File: config.mk
export PLATFORM = sky130hd
export DESIGN_NAME = contador_botones
export DESIGN_NICKNAME = d
export VERILOG_FILES = /design/src/rtl/contador_botones.sv
export SDC_FILE = /design/constraint.sdc
export NUM_CORES = 1
export LEC_CHECK = 0
export ABC_CLOCK_PERIOD_IN_PS = 3200
export CORE_MARGIN = 5
export CORE_UTILIZATION = 40
export CTS_CLUSTER_DIAMETER = 30
export DETAILED_ROUTE_END_ITERATION = 10
export PLACE_DENSITY = 0.68
export SLEW_MARGIN = 20
export SYNTH_ARGS = -nofsm -noshare
export SYNTH_HDL_FRONTEND = slang
export SYNTH_SLANG_ARGS = --single-unit
File: constraint.sdc
create_clock -name clk -period 3.2 [get_ports clk]
set_input_delay 0.8 -clock clk [delete_from_list [all_inputs] [get_ports clk]]
set_output_delay 0.8 -clock clk [all_outputs]
set_load 0.01 [all_outputs]
File: src/rtl/contador_botones.sv
// Up/down event counter fed by conditioned button pulses.
// Wrap flags mark roll-over; activity stretches each accepted event.
module contador_botones #(
  parameter int WIDTH          = 6,
  parameter int STRETCH_CYCLES = 4
) (
  input  logic             clk,
  input  logic             reset_n,
  input  logic             inc_pulse,
  input  logic             dec_pulse,
  input  logic             clear,
  input  logic             enable,
  output logic [WIDTH-1:0] count,
  output logic             wrap_up,
  output logic             wrap_down,
  output logic             activity
);

  localparam logic [WIDTH-1:0] MAX = '1;
  localparam logic [23:0] HOLD_LOAD =
    24'(STRETCH_CYCLES - 1);

  typedef enum logic {
    IDLE = 1'b0,
    HOLD = 1'b1
  } state_t;

  logic [WIDTH-1:0] r_count;
  logic             r_wrap_up;
  logic             r_wrap_down;
  state_t           r_state;
  logic [23:0]      r_hold;

  logic             w_inc;
  logic             w_dec;
  logic             w_evt;
  logic [WIDTH-1:0] w_count_nxt;
  state_t           w_state_nxt;
  logic [23:0]      w_hold_nxt;

  assign w_inc = enable & inc_pulse
               & ~dec_pulse & ~clear;
  assign w_dec = enable & dec_pulse
               & ~inc_pulse & ~clear;
  assign w_evt = w_inc | w_dec;

  always_comb begin
    w_count_nxt = r_count;
    unique case (1'b1)
      clear:   w_count_nxt = '0;
      w_inc:   w_count_nxt = r_count + 1'b1;
      w_dec:   w_count_nxt = r_count - 1'b1;
      default: w_count_nxt = r_count;
    endcase
  end

  always_ff @(posedge clk or negedge reset_n) begin
    if (!reset_n) begin
      r_count     <= '0;
      r_wrap_up   <= 1'b0;
      r_wrap_down <= 1'b0;
    end else begin
      r_count     <= w_count_nxt;
      r_wrap_up   <= w_inc & (r_count == MAX);
      r_wrap_down <= w_dec & (r_count == '0);
    end
  end

  // Any accepted event (re)loads the stretch timer.
  always_comb begin
    w_state_nxt = r_state;
    w_hold_nxt  = r_hold;
    unique case (r_state)
      IDLE: begin
        if (w_evt) begin
          w_state_nxt = HOLD;
          w_hold_nxt  = HOLD_LOAD;
        end
      end
      HOLD: begin
        if (w_evt) begin
          w_hold_nxt = HOLD_LOAD;
        end else if (r_hold == '0) begin
          w_state_nxt = IDLE;
        end else begin
          w_hold_nxt = r_hold - 24'd1;
        end
      end
      default: begin
        w_state_nxt = IDLE;
        w_hold_nxt  = '0;
      end
    endcase
  end

  always_ff @(posedge clk or negedge reset_n) begin
    if (!reset_n) begin
      r_state <= IDLE;
      r_hold  <= '0;
    end else begin
      r_state <= w_state_nxt;
      r_hold  <= w_hold_nxt;
    end
  end

  assign count     = r_count;
  assign wrap_up   = r_wrap_up;
  assign wrap_down = r_wrap_down;
  assign activity  = (r_state == HOLD);

endmodule

; After elaboration in Yosys (flattened, before gate mapping)
; Cells that the tools add are included.
[totals]
reg_bits = 33
in_bits = 6
[op_classes]
add_sub_neg = 3
n_eq_ne = 3
n_mux = 9
bitwise_logic = 13
n_reduce_logical = 4
[op_table]
columns = operator, count
row1 = two-way mux 24 bit, 3
row2 = case mux 24 bit (2 select lines), 1
row3 = zero test 24 bit, 1
row4 = subtractor 24 x 1 -> 24 bit (second input constant), 1
row5 = case mux 6 bit (3 select lines), 1
row6 = bitwise AND 1 bit, 8
row7 = adder 6 x 1 -> 6 bit (second input constant), 1
row8 = equality test 6 bit (second input constant), 1
row9 = zero test 6 bit, 1
row10 = subtractor 6 x 1 -> 6 bit (second input constant), 1
row11 = NOT 1 bit, 4
row12 = two-way mux 1 bit, 3
row13 = inequality test 3 bit (second input constant), 1
row14 = nonzero test 3 bit, 1
row15 = inequality test 2 bit (second input constant), 1
row16 = case mux 1 bit (2 select lines), 1
row17 = AND reduction 2 bit, 1
row18 = bitwise OR 1 bit, 1

; Logic depth before layout (Yosys ltp)
[depth]
ltp_word = 6
depth_mapped = 8
ltp_nobuf = 8

; Least setup slack after synthesis
; OpenSTA, ideal clock, no wires.
[synth_path]
path_kind = input -> register
from = input clear
to = register r_count[5] (netlist: count[5])
setup_ps = 77
arrival_ps = 3224
t_required_ps = 3123
setup_slack_ps = -102
cell_stages = 8
cell_sequence = nand2b_1 -> nor3b_1 -> ha_1 -> and3_1 -> a221o_1 -> o21a_1 -> or4_1 -> a21oi_1
[synth_between]
elab_chain_cells = 3
[synth_rtl]
columns = item, line
row1 = start: declaration, 11  ; input logic clear,
row2 = NOT 1 bit, "42, 44"
row3 = bitwise AND 1 bit (on tied branches), "44, 42"
row4 = case mux 6 bit (3 select lines) / nonzero test 3 bit (equally long branches), --
row5 = end signal: assignment, 63  ; r_count <= w_count_nxt;
row6 = end: declaration, 28  ; logic [WIDTH-1:0] r_count;
; Parallel ways exist; a longest one is shown, timed or not.
; A chain may end at the register's enable or synchronous reset.

; Worst setup path after layout
[layout_path]
from = input enable
to = register r_count[5] (netlist: count[5])
[layout_between]
elab_chain_cells = 4
[layout_rtl]
columns = item, line
row1 = start: declaration, 12  ; input logic enable,
row2 = bitwise AND 1 bit (on tied branches), "43, 41"
row3 = bitwise AND 1 bit (on tied branches) (2 in series), "44, 42"
row4 = case mux 6 bit (3 select lines) / nonzero test 3 bit (equally long branches), --
; Parallel ways exist; a longest one is shown, timed or not.

==> run_results.csv <==
group,metric,value,unit
timing,clock_skew,0.006833,ns
power_and_ir_drop,clkPwrFrac,17.7,%
timing,fin_crit,3.159,ns
cells_and_area,num_antenna_cells,0,
worst_setup_path,path_max_fanout,5,
route,drt_iter0_drc,154,
placement,placement.io_buffers,14,
power_and_ir_drop,vdd_drop_max,0.3921,mV
min_path,hold_path_class,"reg -> reg",
worst_setup_path,cp.required,3.41,ns
placement,dp.cells,272,
cts,cts_tree,"yes",
cells_and_area,area.growth.synth_to_final,21.01,%
global_route,grt_pass1_wl,7.182,mm
min_path,min_to,"r_hold[22]",
placement,placed_cell_area,2171,µm²
floorplan,die_w,79.02,µm
floorplan,core_area,4661,µm²
route,route.vias.total,1586,
status,status,"completed",
synthesis,synth-seq-area-share,43.34,%
timing,max_freq,0.3165,GHz
timing,worstMarginPinSlew,0.6479,ns
route,avgViaCountPerCell,5.664,
power_and_ir_drop,comb_power_share,43.8,%
cells_and_area,finalNonFillerCells,280,
synthesis,synth_fp_nets,213,
global_route,grt_use_total,14.25,%
worst_setup_path,worst_path_largest_cell_delay,0.52,ns
synthesis,synth_area,1906,µm²
cts,clkLatencyLatePin,0.28,ns
timing,setup_slack,0.04087,ns
power_and_ir_drop,switching_power,0.0007543,W
cts,path_clk_slew,0.07,ns
synthesis,yosysWarnings,0,
cells_and_area,nets,239,
synthesis,netlist_instances,200,
global_route,antenna_found_initial,0,
global_route,grt_overflow,0,
worst_setup_path,reg2reg_to,"r_hold[8]",
worst_setup_path,path_class,"in -> reg",
worst_setup_path,r2r_slack,0.84,ns
floorplan,initial_utilization,40.89,%
synthesis,ys_seq_elements,33,
floorplan,die_area,6244,µm²
worst_setup_path,crit_arrival,3.37,ns
global_route,grt_pass1_vias,1561,
cells_and_area,drive_gt1_share,12.83,%
min_path,hold_path_depth,2,
route,final_antenna_net_count,0,
synthesis,avgSynthCellArea,9.528,µm²
cts,cts.path.max_buffers,2,
placement,pre_cts_slack,-0.2735,ns
min_path,min-delay-start,"r_hold[22]",
cts,root_buffer,"clkbuf_8",
floorplan,die_h,79.02,µm
power_and_ir_drop,power_density,776.4,nW/µm²
cells_and_area,multi_input_area,1079,µm²
worst_setup_path,crit_chain,"clkdlybuf4s50_1 > nand2b_4 > nor3b_4 > ha_1 > and3_1 > a221o_1 > o21a_1 > or4_1 > a21oi_1",
cts,htree_levels,2,
power_and_ir_drop,leakagePower,1.033,nW
timing,relSlewSlack,56.48,%
route,drt-wirelength-per-cell,14.68,µm
flow_run,cap_violations,0,
floorplan,ioPinCount,15,
power_and_ir_drop,swShare,42.13,%
power_and_ir_drop,p_seq_share,38.5,%
cts,cts_sinks,33,
route,drcViolationCount,0,
worst_setup_path,rr_startpoint,"r_hold[17]",
worst_setup_path,crit_slowest_cell,"clkdlybuf4s50_1",
timing,slew_viol_final,0,
cells_and_area,nFillCells,435,
worst_setup_path,rr_worst_depth,4,
placement,gp_congestion,0.7174,
cells_and_area,regArea,825.8,µm²
worst_setup_path,cp-end-kind,"flip-flop",
global_route,grt_max_degree,34,
floorplan,rows,25,
route,dr.pass1.iters,4,
timing,finalSetupViolations,0,
placement,dp_hpwl,2.728,mm
cts,cts_made_buffers,5,
timing,period_share,98.72,%
synthesis,synth_cell_types,43,
power_and_ir_drop,internal_power,0.001036,W
timing,hold_viol_final,0,
route,drt_wl_total,4.109,mm
worst_setup_path,cp-start-kind,"primary input",
cells_and_area,stdcell_area,2306,µm²
[metrics by stage]
| step | total power (W) | util [%] | setup TNS (ns) | hold slack, ns |
|---|---|---|---|---|
| floorplan | 0.001268 | - | 0 | 0.4978 |
| global placement | 0.001443 | 46.58 | -0.2391 | 0.5189 |
| detailed placement | 0.001462 | 46.58 | -0.2735 | 0.5212 |
| CTS | 0.001790 | 48.43 | 0 | 0.5405 |
| global route | 0.001936 | 49.48 | -0.01730 | 0.5857 |
| finish | 0.001790 | 49.48 | 0 | 0.5388 |
[metal layers]
| metal | vias to the layer above | GRT usage (%) | share of wire, % |
|---|---|---|---|
| met5 | - | 0 | 0 |
| met4 | 0 | 4.811 | 1.3 |
| met2 | 28 | 23.06 | 47 |
| li1 | 793 | - | - |
| met3 | 6 | 3.288 | 3.5 |
| met1 | 759 | 18.75 | 48 |
[layout by cell type (no fill, tap or decap), types with 7 or more instances in the layout]
cell,synthesis,final
dfrtp_1,33,33
nor2_1,22,22
nand2_1,14,14
a21oi_1,14,14
clkdlybuf4s50_1,0,13
buf_4,1,13
xor2_1,11,11
or4_1,9,9
nor3_1,7,7
nor4_1,7,7
o21ai_0,7,7
[registers in the layout (all words and copies together), names as in the netlist]
signal / count
activity: 1
r_hold: 24
wrap_up: 1
wrap_down: 1
count: 6
[timing repair]
| action | in CTS | in global routing |
|---|---|---|
| endpoints found under the setup margin | 0 | 1 |
| hold buffers | 0 | 0 |
| buffers inserted | 0 | 1 |
| resized for setup | 0 | 5 |
[cell type report]
class,count,share of cell area (%)
Multi-Input combinational cell,157,46.77
Sequential cell,33,35.81
Timing Repair Buffer,27,10.42
Clock buffer,7,3.744
Tap cell,54,2.930
Inverter,2,0.3256
[cell usage after synthesis]
cell / number / area, µm²
a31oi_1: 2 / 12.51
a31o_2: 2 / 17.52
nand3_1: 4 / 20.02
nand4b_1: 2 / 17.52
nand4bb_1: 1 / 11.26
nor2_2: 1 / 6.260
fa_1: 1 / 20.02
ha_1: 6 / 75.07
or4_1: 9 / 67.56
or3b_1: 1 / 8.760
dfrtp_1: 33 / 825.8
and3_1: 6 / 37.54
and2_1: 1 / 6.260
o311ai_0: 1 / 8.760
nor2_1: 22 / 82.58
nand2_1: 14 / 52.55
nor3b_2: 1 / 12.51
o31ai_1: 3 / 22.52
nor4b_4: 1 / 23.77
nor4_1: 7 / 43.79
xor2_1: 11 / 96.34
o21a_1: 1 / 7.510
nand2b_1: 4 / 25.02
nor3b_1: 1 / 7.510
clkbuf_1: 4 / 15.01
or3_1: 3 / 18.77
a21oi_1: 14 / 70.07
nor3_1: 7 / 35.03
a221o_1: 1 / 10.01
xnor2_1: 5 / 43.79
nand3_2: 1 / 10.01
o21ai_0: 7 / 35.03
nor2b_1: 1 / 6.260
or4b_1: 1 / 10.01
a311oi_1: 2 / 17.52
buf_2: 3 / 15.01
nand4_1: 6 / 37.54
inv_1: 2 / 7.510
a21o_1: 2 / 15.01
mux2i_1: 2 / 20.02
o211ai_1: 1 / 7.510
buf_4: 1 / 7.510
nand3b_1: 2 / 15.01
[worst max-delay path, delay by kind of cell]
family,cells,cell delay [ns]
adders and majority gates,1,0.31
buffers and inverters,1,0.52
and+or+nand+nor,4,1.07
AOI/OAI and AO/OA,3,0.66
[cell families after synthesis]
family | count (synthesis) | share of synthesized area, %
DFF | 33 | 43.34
buffers and inverters | 10 | 2.364
muxes | 2 | 1.051
and+or+nand+nor | 96 | 29.15
xor gates and xnor gates | 16 | 7.354
AOI/OAI and AO/OA | 36 | 11.75
adders and majority gates | 7 | 4.990
[power groups by stage]
stage                     combinational (W)  sequential [W]  clock [W]
after global placement             0.000753        0.000690          0
after CTS                          0.000777        0.000686   0.000326
after global routing               0.000882        0.000714   0.000340
final                              0.000784        0.000689   0.000317
after detailed placement           0.000769        0.000693          0
after floorplan                    0.000610        0.000659          0
[how the worst max path moves through the flow]
stage | from | end | slack, ns | cells past startpoint
floorplan | clear | count[5] | 0.15 | 8
global placement | clear | count[5] | -0.24 | 9
detailed placement | clear | count[5] | -0.27 | 9
CTS | clear | count[5] | 0.02 | 9
global route | enable | count[5] | -0.02 | 9
finish | enable | count[5] | 0.04 | 9
(Power assumes the default switching activity.)
